==> src/rtl/mod5_frame_tx_if.sv <==
// rtl/mod5_frame_tx_if.sv - parallel-in / serial-out handshake bundle for mod5_frame_tx
// Ports (signals carried by the interface):
//   data_in[DATA_W], data_valid, data_ready : parallel word handshake (source -> block)
//   ser_out, ser_valid, ser_ready           : serial bit stream handshake (block -> link)
//   frame_start, frame_end                  : first data bit / last check bit markers
//   residue[3]                              : running payload residue mod 5
// Modports: master = source/link side (testbench), slave = the transmitter.
interface mod5_frame_tx_if #(
  parameter int DATA_W = 8
) ();
  logic [DATA_W-1:0] data_in;
  logic              data_valid;
  logic              data_ready;
  logic              ser_out;
  logic              ser_valid;
  logic              ser_ready;
  logic              frame_start;
  logic              frame_end;
  logic [2:0]        residue;

  modport master (
    output data_in, data_valid, ser_ready,
    input  data_ready, ser_out, ser_valid, frame_start, frame_end, residue
  );

  modport slave (
    input  data_in, data_valid, ser_ready,
    output data_ready, ser_out, ser_valid, frame_start, frame_end, residue
  );
endinterface

==> src/rtl/mod5_frame_tx.sv <==
// rtl/mod5_frame_tx.sv - MSB-first serial framer appending 3 check bits so frame value is 0 mod 5
// Ports:
//   clk   : clock
//   rst_n : synchronous active-low reset
//   bus   : mod5_frame_tx_if.slave (data_in/data_valid/data_ready parallel side,
//           ser_out/ser_valid/ser_ready serial side, frame_start, frame_end, residue)
// A frame is DATA_W payload bits followed by c[2],c[1],c[0]; outputs advance only on
// beats (ser_valid && ser_ready) and hold otherwise.
module mod5_frame_tx #(
  parameter int DATA_W = 8
) (
  input logic            clk,
  input logic            rst_n,
  mod5_frame_tx_if.slave bus
);

  typedef enum logic [1:0] {
    IDLE  = 2'd0,
    DATA  = 2'd1,
    CHECK = 2'd2
  } state_e;

  // Counter holds "bits remaining after the current one": up to DATA_W-1 in DATA, 2 in CHECK.
  localparam int CW = $clog2((DATA_W > 3) ? DATA_W : 3);

  state_e            state_q, state_d;
  logic [DATA_W-1:0] shift_q, shift_d;
  logic [CW-1:0]     cnt_q, cnt_d;
  logic              ser_out_q, ser_out_d;
  logic              frame_start_q, frame_start_d;
  logic              frame_end_q, frame_end_d;
  logic [2:0]        residue_q, residue_d;
  logic [1:0]        check_q, check_d;   // c[2] goes straight to ser_out, only c[1:0] wait

  logic       last_check;
  logic       accept;
  logic       beat;
  logic [3:0] res_dbl;
  logic [2:0] res_nxt;
  logic [2:0] check_nxt;

  assign bus.ser_valid   = (state_q != IDLE);
  assign last_check      = (state_q == CHECK) && (cnt_q == '0);
  // Ready on the final check beat lets a new word follow with no idle bit.
  assign bus.data_ready  = (state_q == IDLE) || (last_check && bus.ser_ready);
  assign accept          = bus.data_valid && bus.data_ready;
  assign beat            = bus.ser_valid && bus.ser_ready;

  assign bus.ser_out     = ser_out_q;
  assign bus.frame_start = frame_start_q;
  assign bus.frame_end   = frame_end_q;
  assign bus.residue     = residue_q;

  // 2*r+b never exceeds 9, so one conditional subtract reduces it mod 5.
  assign res_dbl = {residue_q, 1'b0} + {3'b000, ser_out_q};
  assign res_nxt = (res_dbl >= 4'd5) ? 3'(res_dbl - 4'd5) : res_dbl[2:0];

  // Check = 2*r mod 5 expressed as the 3-bit codes the link expects.
  always_comb begin
    check_nxt = 3'b000;
    case (res_nxt)
      3'd0:    check_nxt = 3'b000;
      3'd1:    check_nxt = 3'b010;
      3'd2:    check_nxt = 3'b100;
      3'd3:    check_nxt = 3'b110;
      3'd4:    check_nxt = 3'b011;
      default: check_nxt = 3'b000;
    endcase
  end

  always_comb begin
    state_d       = state_q;
    shift_d       = shift_q;
    cnt_d         = cnt_q;
    ser_out_d     = ser_out_q;
    frame_start_d = frame_start_q;
    frame_end_d   = frame_end_q;
    residue_d     = residue_q;
    check_d       = check_q;

    case (state_q)
      DATA: begin
        if (beat) begin
          frame_start_d = 1'b0;
          residue_d     = res_nxt;
          if (cnt_q == '0) begin
            state_d   = CHECK;
            ser_out_d = check_nxt[2];
            check_d   = check_nxt[1:0];
            cnt_d     = CW'(2);
          end else begin
            shift_d   = shift_q << 1;
            ser_out_d = shift_d[DATA_W-1];
            cnt_d     = cnt_q - 1'b1;
          end
        end
      end
      CHECK: begin
        if (beat) begin
          if (cnt_q == CW'(2)) begin
            ser_out_d = check_q[1];
            cnt_d     = CW'(1);
          end else if (cnt_q == CW'(1)) begin
            ser_out_d   = check_q[0];
            frame_end_d = 1'b1;
            cnt_d       = '0;
          end else begin
            state_d     = IDLE;
            ser_out_d   = 1'b0;
            frame_end_d = 1'b0;
          end
        end
      end
      default: ;
    endcase

    // Accept overrides the end-of-frame return to IDLE for back-to-back frames.
    if (accept) begin
      state_d       = DATA;
      shift_d       = bus.data_in;
      ser_out_d     = bus.data_in[DATA_W-1];
      frame_start_d = 1'b1;
      frame_end_d   = 1'b0;
      residue_d     = 3'd0;
      cnt_d         = CW'(DATA_W - 1);
    end
  end

  always_ff @(posedge clk) begin
    if (!rst_n) begin
      state_q       <= IDLE;
      shift_q       <= '0;
      cnt_q         <= '0;
      ser_out_q     <= 1'b0;
      frame_start_q <= 1'b0;
      frame_end_q   <= 1'b0;
      residue_q     <= 3'd0;
      check_q       <= 2'b00;
    end else begin
      state_q       <= state_d;
      shift_q       <= shift_d;
      cnt_q         <= cnt_d;
      ser_out_q     <= ser_out_d;
      frame_start_q <= frame_start_d;
      frame_end_q   <= frame_end_d;
      residue_q     <= residue_d;
      check_q       <= check_d;
    end
  end

endmodule

==> src/flat_wrapper.sv <==
// flat-port wrapper written by rule: the top's interface ports become plain ports
module mod5_frame_tx_flat 
#(
  parameter int DATA_W = 8
)
  (clk, rst_n, bus_data_in, bus_data_valid, bus_ser_ready, bus_data_ready, bus_ser_out, bus_ser_valid, bus_frame_start, bus_frame_end, bus_residue);
  mod5_frame_tx_if #(.DATA_W(DATA_W)) bus_i ();
  input logic clk;
  input logic rst_n;
  input wire logic [$bits(bus_i.data_in)-1:0] bus_data_in;
  input wire logic [$bits(bus_i.data_valid)-1:0] bus_data_valid;
  input wire logic [$bits(bus_i.ser_ready)-1:0] bus_ser_ready;
  output wire logic [$bits(bus_i.data_ready)-1:0] bus_data_ready;
  output wire logic [$bits(bus_i.ser_out)-1:0] bus_ser_out;
  output wire logic [$bits(bus_i.ser_valid)-1:0] bus_ser_valid;
  output wire logic [$bits(bus_i.frame_start)-1:0] bus_frame_start;
  output wire logic [$bits(bus_i.frame_end)-1:0] bus_frame_end;
  output wire logic [$bits(bus_i.residue)-1:0] bus_residue;
  assign bus_i.data_in = bus_data_in;
  assign bus_i.data_valid = bus_data_valid;
  assign bus_i.ser_ready = bus_ser_ready;
  assign bus_data_ready = bus_i.data_ready;
  assign bus_ser_out = bus_i.ser_out;
  assign bus_ser_valid = bus_i.ser_valid;
  assign bus_frame_start = bus_i.frame_start;
  assign bus_frame_end = bus_i.frame_end;
  assign bus_residue = bus_i.residue;
  mod5_frame_tx #(.DATA_W(DATA_W)) u_core (.clk(clk), .rst_n(rst_n), .bus(bus_i));
endmodule
==> config.mk <==
export PLATFORM = sky130hd
export DESIGN_NAME = mod5_frame_tx_flat
export DESIGN_NICKNAME = d
export VERILOG_FILES = /design/src/rtl/mod5_frame_tx_if.sv /design/src/rtl/mod5_frame_tx.sv /design/src/flat_wrapper.sv
export SDC_FILE = /design/constraint.sdc
export NUM_CORES = 1
export LEC_CHECK = 0
export CAP_MARGIN = 20
export CORE_MARGIN = 2
export CORE_UTILIZATION = 27
export DETAILED_ROUTE_END_ITERATION = 8
export GPL_TIMING_DRIVEN = 0
export PLACE_DENSITY = 0.45
export SYNTH_ARGS = -nofsm -noshare
export SYNTH_HDL_FRONTEND = slang
export SYNTH_SLANG_ARGS = --single-unit
==> constraint.sdc <==
create_clock -name clk -period 2.4 [get_ports clk]
set_input_delay 0.36 -clock clk [delete_from_list [all_inputs] [get_ports clk]]
set_output_delay 0.36 -clock clk [all_outputs]
set_load 0.05 [all_outputs]
### After elaboration in Yosys (flattened, before gate mapping)

Cells that the tools add are included.

| cells by class | value |
|---|---|
| order comparisons | 1 |
| mux-type cells | 31 |
| bitwise operators | 2 |
| reductions and logical operators | 22 |
| add/sub/neg operators | 3 |
| equal/unequal tests | 20 |

Operator list:

| kind | count |
|---|---|
| $mux W7 | 4 |
| $mux W3 | 7 |
| $pmux W3 S4 | 1 |
| $reduce_and A3 Y1 | 4 |
| $reduce_and A6 Y1 | 2 |
| $mux W1 | 11 |
| $mux W2 | 5 |
| $eq A3 B2 Y1 const B | 3 |
| $ne A3 B1 Y1 const B | 3 |
| $ne A2 B1 Y1 const B | 4 |
| $reduce_bool A2 Y1 | 4 |
| $eq A3 B1 Y1 const B | 2 |
| $ne A3 B2 Y1 const B | 2 |
| $pmux W3 S2 | 1 |
| $add A4 B1 Y4 | 1 |
| $ge A4 B3 Y1 const B | 1 |
| $logic_and A1 B1 Y1 | 4 |
| $ne A2 B2 Y1 const B | 2 |
| $ne A4 B3 Y1 const B | 1 |
| $pmux W2 S2 | 1 |
| $reduce_and A2 Y1 | 2 |
| $reduce_and A4 Y1 | 1 |
| $eq A3 B3 Y1 const B | 1 |
| $logic_not A3 Y1 | 1 |
| 10 further kinds | 11 |

| storage, ports and cells | value |
|---|---|
| bits of input ports | 12 |
| word-level logic and storage cells | 88 |
| register bits after elaboration | 20 |

### Depth between registers and ports, before layout

Gate-level depths: netlist of run 1.

| depth | value |
|---|---|
| word-level depth | 9 |
| mapped depth | 8 |
| gate-level depth less buffers | 7 |

### Least setup slack after synthesis of run 1

OpenSTA, ideal clock, no wires.

| timing path | value |
|---|---|
| kind | reg2reg |
| from | register u_core.ser_out_q, in the netlist u_core.bus.ser_out |
| to | register u_core.check_q[0] |
| arrival | 2128 ps |
| library setup time | 67 ps |
| stages on the path, launching flop included | 9 |
| path buffers | 1 |
| slack | 205 ps |
| cells stage by stage | dfxtp_1 > inv_1 > ha_1 > buf_6 > nand2b_4 > a21oi_4 > mux2i_1 > or4_4 > a21oi_2 |

| between the ends | value |
|---|---|
| longest elaborated chain between the ends | 5 |
| elaborated cells on any way between the ends | 9 |
| those cells by class | add/sub: 2; order compare: 1; eq/ne: 4; mux: 2 |

RTL lines:

| item | RTL line | text |
|---|---|---|
| start, declared | mod5_frame_tx.sv:29 | `logic ser_out_q, ser_out_d;` |
| start signal, assigned | mod5_frame_tx.sv:143 | `ser_out_q <= ser_out_d;` |
| $add A4 B1 Y4 * | mod5_frame_tx.sv:55 | `assign res_dbl = {residue_q, 1'b0} + {3'b000, ser_out_q};` |
| $ge A4 B3 Y1 or $sub A3 B3 Y3 (tied branches) | mod5_frame_tx.sv:56 | `assign res_nxt = (res_dbl >= 4'd5) ? 3'(res_dbl - 4'd5) : res_dbl[2:0];` |
| $mux W3 * | mod5_frame_tx.sv:56 |  |
| $eq A3 B3 Y1 (tied with other cells) | mod5_frame_tx.sv:61 | `case (res_nxt)` |
| $pmux W3 S4 * | mod5_frame_tx.sv:61 |  |
| end signal, assigned | mod5_frame_tx.sv:147 | `check_q <= check_d;` |
| end, declared | mod5_frame_tx.sv:33 | `logic [1:0] check_q, check_d;` |

Every way passes the cells marked *; elsewhere a longest branch is shown, timed or not.
A chain may end at the register's enable or synchronous reset.

### Worst setup path after layout of run 1

| timing path | value |
|---|---|
| from | register u_core.cnt_q[0] |
| to | output bus_data_ready |

| between the ends | value |
|---|---|
| longest elaborated chain between the ends | 4 |

RTL lines:

| item | RTL line | text |
|---|---|---|
| start, declared | mod5_frame_tx.sv:28 | `logic [CW-1:0] cnt_q, cnt_d;` |
| start signal, assigned | mod5_frame_tx.sv:142 | `cnt_q <= cnt_d;` |
| $logic_not A3 Y1 | mod5_frame_tx.sv:43 | `assign last_check = (state_q == CHECK) && (cnt_q == '0);` |
| $logic_and A1 B1 Y1 | mod5_frame_tx.sv:43 |  |
| $logic_and A1 B1 Y1 | mod5_frame_tx.sv:45 | `assign bus.data_ready = (state_q == IDLE) \|\| (last_check && bus.ser_ready);` |
| $logic_or A1 B1 Y1 | mod5_frame_tx.sv:45 |  |
| end, declared | flat_wrapper.sv:13 | `output wire logic [$bits(bus_i.data_ready)-1:0] bus_data_ready;` |

Every way passes these cells.

==> results of run 1 <==
## worst max path at each step
stage	depth (start not counted)	slack, ns	end
after floorplan	8	0.21	u_core.check_q[0]
after global placement	4	0.06	bus_data_ready
after detailed placement	4	0.06	bus_data_ready
after CTS	5	0.11	bus_data_ready
after global routing	5	0.02	bus_data_ready
final	5	0.12	bus_data_ready
## cells in the final DEF, fill, tap and decap left out, drive strengths merged, types with 2 or more instances in the layout
master          n
dfxtp          20
clkdlybuf4s50  17
a21oi          14
nor2           13
nand2          11
ha              9
inv             8
mux2i           8
o21ai           7
clkbuf          7
nand3           5
nand2b          5
nand3b          4
a211oi          4
nor2b           4
a31oi           3
a21boi          3
and2            2
a22oi           2
o211ai          2
o21bai          2
nor3            2
buf             2
or4             2
## stage by stage
step / instances / instance area, um2 / setup slack, ns / hold WS [ns]
2_1_floorplan: 146 / 1239 / 0.2052 / 0.4543
3_3_place_gp: 216 / 1484 / 0.06132 / 0.4525
3_5_place_dp: 216 / 1484 / 0.05871 / 0.4530
4_1_cts: 220 / 1554 / 0.1102 / 0.4650
5_1_grt: 220 / 1554 / 0.02010 / 0.4976
6_report: 220 / 1554 / 0.1233 / 0.4646
## kinds of logic after synthesis
logic type	synth area share (%)
AND/OR/NAND/NOR	22.53
AO/OA/AOI/OAI	23.94
flip-flops	32.32
buffers and inverters	4.949
adder cells (fa/ha/maj)	9.091
multiplexers	6.465
XOR/XNOR	0.7072
## registers in the layout, indices dropped and copies added (netlist names)
signal	cells
u_core.shift_q	7
u_core.bus.residue	3
u_core.cnt_q	3
u_core.check_q	2
u_core.state_q	2
u_core.bus.frame_end	1
u_core.bus.frame_start	1
u_core.bus.ser_out	1
## power by group
group          internal, W  switching, W
logic             0.000107      0.000149
clock network     0.000223      0.000132
registers         0.000357     0.0000220
total             0.000687      0.000304
## worst max-delay path: cells and delay by family, from the launching register on
family,cells,cell delay [ns]
adders and majority gates,1,0.24
buffers and inverters,2,0.53
and+or+nand+nor,2,0.50
DFF,1,0.38
## layout make-up
type / instances / share of cell area [%]
clock buffer: 3 / 2.657
inverter: 8 / 1.932
tap: 52 / 4.187
sequential: 20 / 25.76
clock inverter: 1 / 1.932
timing repair buffer: 18 / 11.51
buffer: 6 / 2.013
multi-input combinational: 112 / 50.00
## routing by layer
layer	share of wire, %	vias up	GRT usage [%]
met5	0	-	0
met4	0.69	0	3.774
met3	2.0	2	2.110
met2	46	10	19.65
met1	51	509	17.60
li1	-	563	-
==> results.cfg, run 1 <==
[outcome]
status = complete, no violations

[sta]
finalCritPeriodShare_pct = 94.86
finalCriticalPeriod_ns = 2.277
worst_slew_pin_slew_ns = 0.5027
final_hold_viol_count = 0
finalSetupViolations = 0
finClkSkew_ns = 0.003737
drv_slew = 0
rsz0062_at_grt = false
slew_headroom_pct = 66.38
timing.fmax_mhz = 439.2
tns_ns = 0

[detailed_routing]
antenna_left = 0
vias = 1084
finalWirelength_um = 3060
wl_per_cell_um = 13.91
drt_iter0_markers = 53
avgViaCountPerCell = 4.927
firstDrtPassIters = 4
drc = 0

[finish]
fillers = 464
fin_util_pct = 35.45
area_growth_pct = 25.45
layout.nets = 190
multiInputGateArea_um2 = 777.0
drive_gt1_share_pct = 8.333
seq_area_um2 = 400.4
antenna_cells = 0

[synth]
syn_area_um2 = 1239
ys_warn_count = 0
synth_top_area_share_pct = 32.32
synth-seq-cells = 20
ys_top_cells_by_area = dfxtp_1, ha_1, mux2i_1
seq_area_frac_synth_pct = 32.32
netlist_instances = 146
synthFlopType = dfxtp_1
syn_area_per_cell_um2 = 8.484
synth-edff-count = 0
netlist_top_cells_count = dfxtp_1, a21oi_1, nor2_1, nand2_1, ha_1
synthArstFlopShare_pct = 0
synth_cell_types = 41
yosysMostFrequentCell = dfxtp_1
synth_top_cell_by_area = dfxtp_1
syn_nets = 167

[critical_path]
crit_path_start_kind = flip-flop
cp_slowest_cell = dlygate4sd2_1
r2r_slack_ns = 0.33
worstPathMaxFanout = 4
max_stage_delay_ns = 0.43
reg2reg_depth = 7
reg2reg_from = u_core.state_q[1]
critical_path.cell_chain = inv_1, ha_1, and4b_1, or2_2, dlygate4sd2_1
crit_arrival_ns = 1.92
r2r_end = u_core.shift_q[5]
cp-end-kind = output port
crit_start = u_core.cnt_q[0]
required_ns = 2.04
worstSetupPathType = flip-flop to output port

[power_and_ir_drop]
ir_worst_vdd_mv = 0.2044
report.power.total_w = 0.0009907
leakage_nw = 0.5673
powerDensity_nw_per_um2 = 637.5

[global_routing]
antenna_found_initial = 0
gr-total-overflow = 0
grtUsageTotal_pct = 12.52
grt_pass1_vias = 1051
grt_max_degree = 13
grt_first_pass_wirelength_um = 5112

[placement]
place_hpwl_um = 2330
place_congestion = 0.8076
io_buffers = 18

[clock_tree]
post_cts_buffers = 0
clk_pin_slew_ns = 0.09
h-tree-depth = 1
cts.sinks = 20
cts_buffers = 3
clock_path_buffers = 2
post_cts_resized = 1
root_buffer = clkbuf_8
cts_tree = built
clock_latency_ns = 0.27
hold_buffers = 0

[floorplan]
die_h_um = 71.73
core_um2 = 4384
start_util_pct = 28.25
die_x_um = 71.73
rows = 24
io_pins = 20
die_area_um2 = 5145

[job]
drv_cap = 0

[min_path]
hold_class = flip-flop to flip-flop
min_path_cells = 2
worstHoldStart = u_core.bus.frame_start
hold_path_end = u_core.bus.frame_start
No activity file was read; power rests on OpenSTA's default activity.
==> run 2, diff against run 1 <==
--- a/config.mk
+++ b/config.mk
@@ -11,6 +11,7 @@
 export DETAILED_ROUTE_END_ITERATION = 8
 export GPL_TIMING_DRIVEN = 0
 export PLACE_DENSITY = 0.45
+export SETUP_SLACK_MARGIN = 0.15
 export SYNTH_ARGS = -nofsm -noshare
 export SYNTH_HDL_FRONTEND = slang
 export SYNTH_SLANG_ARGS = --single-unit
==> constraint.sdc (replaced) <==
create_clock -name clk -period 2.4 [get_ports clk]
set_input_delay 0.24 -clock clk [delete_from_list [all_inputs] [get_ports clk]]
set_output_delay 0.24 -clock clk [all_outputs]
set_load 0.05 [all_outputs]
==> run 2 against run 1 <==
Critical path depth rose by 2. Sequential share of layout area up 0.062 points. Register-to-register slack barely moved. Critical endpoint is now u_core.shift_q[5]. Largest power group unchanged.
==> results.cfg, run 2 (same netlist as run 1, synthesis figures left out) <==
[critical_path]
worstPathMaxFanout = 8
critPathTopFamily = simple AND/OR/NAND/NOR gates
r2r_slack_ns = 0.33
crit_path_start_kind = flip-flop
critical_path.cell_chain = inv_1, ha_1, nand3b_1, nor2_2, mux2i_1, nand2_1, o211a_1
cp-end-kind = flip-flop
max_stage_delay_ns = 0.48
crit_arrival_ns = 2.24
cp_slowest_cell = nor2_2
worstSetupPathType = flip-flop to flip-flop
required_ns = 2.57
path_buf_inv = 1

[placement]
io_buffers = 18
place_congestion = 0.8076
dpl_cell_area_um2 = 1484
place_hpwl_um = 2330
dp_cells = 216

[detailed_routing]
avgViaCountPerCell = 4.927
wl_per_cell_um = 13.91
drc = 0
wl_met1_um = 1577
antenna_left = 0
firstDrtPassIters = 4
dr.max_layer_used = met4
finalWirelength_um = 3061
drt_iter0_markers = 53
wl_met3_um = 61
vias = 1084
met2_length_um = 1400

[clock_tree]
cts_buffers = 3
root_buffer = clkbuf_8
cts_tree = built
post_cts_buffers = 0
clk_pin_slew_ns = 0.09
clock_latency_ns = 0.27
hold_buffers = 0
cts.sinks = 20
h-tree-depth = 1
clock_path_buffers = 2

[sta]
worst_slew_pin_slew_ns = 0.5027
finalCritPeriodShare_pct = 86.34
timing.fmax_mhz = 482.6
drv_slew = 0
finalSetupViolations = 0
finalCriticalPeriod_ns = 2.072
rsz0062_at_grt = false
slew_headroom_pct = 66.38
tns_ns = 0
finClkSkew_ns = 0.003737
final_hold_viol_count = 0

[finish]
layout_commonest_cell = dfxtp_1
largest_register_ff_count = 7
layout.nets = 190
fin_cells = 220
drive_gt1_share_pct = 8.929
fin_util_pct = 35.36
area_growth_pct = 25.15
fillers = 464
final_cell_mix = dfxtp_1, clkdlybuf4s50_1, a21oi_1, nor2_1, nand2_1
largest-register = u_core.shift_q
fin_area_um2 = 1550
antenna_cells = 0

[floorplan]
start_util_pct = 28.25
die_h_um = 71.73
core_um2 = 4384
rows = 24
die_area_um2 = 5145
io_pins = 20
die_x_um = 71.73

[global_routing]
grt_max_degree = 13
gr-total-overflow = 0
grtUsageTotal_pct = 12.52
antenna_found_initial = 0
grt_pass1_vias = 1051
grt_first_pass_wirelength_um = 5112

[power_and_ir_drop]
leakage_nw = 0.5675
ir_worst_vdd_mv = 0.2044
powerDensity_nw_per_um2 = 638.7

[job]
drv_cap = 0

[min_path]
hold_class = input pin to flip-flop

[outcome]
status = complete, no violations
## run 2: timing repair
item | in CTS | in global routing
gates resized for setup | 1 | 2
cloned | 0 | 0
endpoints found under the setup margin | 1 | 1
pin swaps | 0 | 0
## run 2: layout make-up
type | count | area [um2] | area share, %
repair buffers | 18 | 175.2 | 11.30
multi-input cells | 112 | 777.0 | 50.12
clock inverters | 1 | 30.03 | 1.937
flip-flops and latches | 20 | 400.4 | 25.83
plain buffers | 6 | 31.28 | 2.018
clock buffers | 3 | 41.29 | 2.663
well taps | 52 | 65.06 | 4.197
inverters | 8 | 30.03 | 1.937
## run 2: power by group
part | switching (W) | internal [W] | total, W | leakage, nW
Clock | 0.000132 | 0.000223 | 0.000355 | 0.0357
Combinational | 0.000150 | 0.000107 | 0.000256 | 0.367
Sequential | 0.0000220 | 0.000357 | 0.000379 | 0.164
Total | 0.000304 | 0.000686 | 0.000990 | 0.568
## run 2: metal layers
| metal | up-vias | GRT usage, % |
|---|---|---|
| li1 | 563 | - |
| met1 | 509 | 17.60 |
| met2 | 10 | 19.65 |
| met3 | 2 | 2.110 |
| met4 | 0 | 3.774 |
| met5 | - | 0 |
## run 2: final timing paths
check / startpoint / end / depth (start not counted)
setup / recovery: u_core.state_q[1] / u_core.shift_q[5] / 7
hold reg to reg: u_core.bus.frame_start / u_core.bus.frame_start / 2
hold / removal: rst_n / u_core.shift_q[5] / 2
setup reg to reg: u_core.state_q[1] / u_core.shift_q[5] / 7
## run 2: through the flow
step / power [W] / setup slack, ns / hold WS [ns]
final: 0.0009902 / 0.3278 / 0.3693
after CTS: 0.0009978 / 0.2302 / 0.3910
after detailed placement: 0.0006475 / 0.2560 / 0.4530
after global placement: 0.0006440 / 0.2757 / 0.4525
after global routing: 0.001044 / 0.1817 / 0.4101
after floorplan: 0.0005687 / 0.2052 / 0.3849
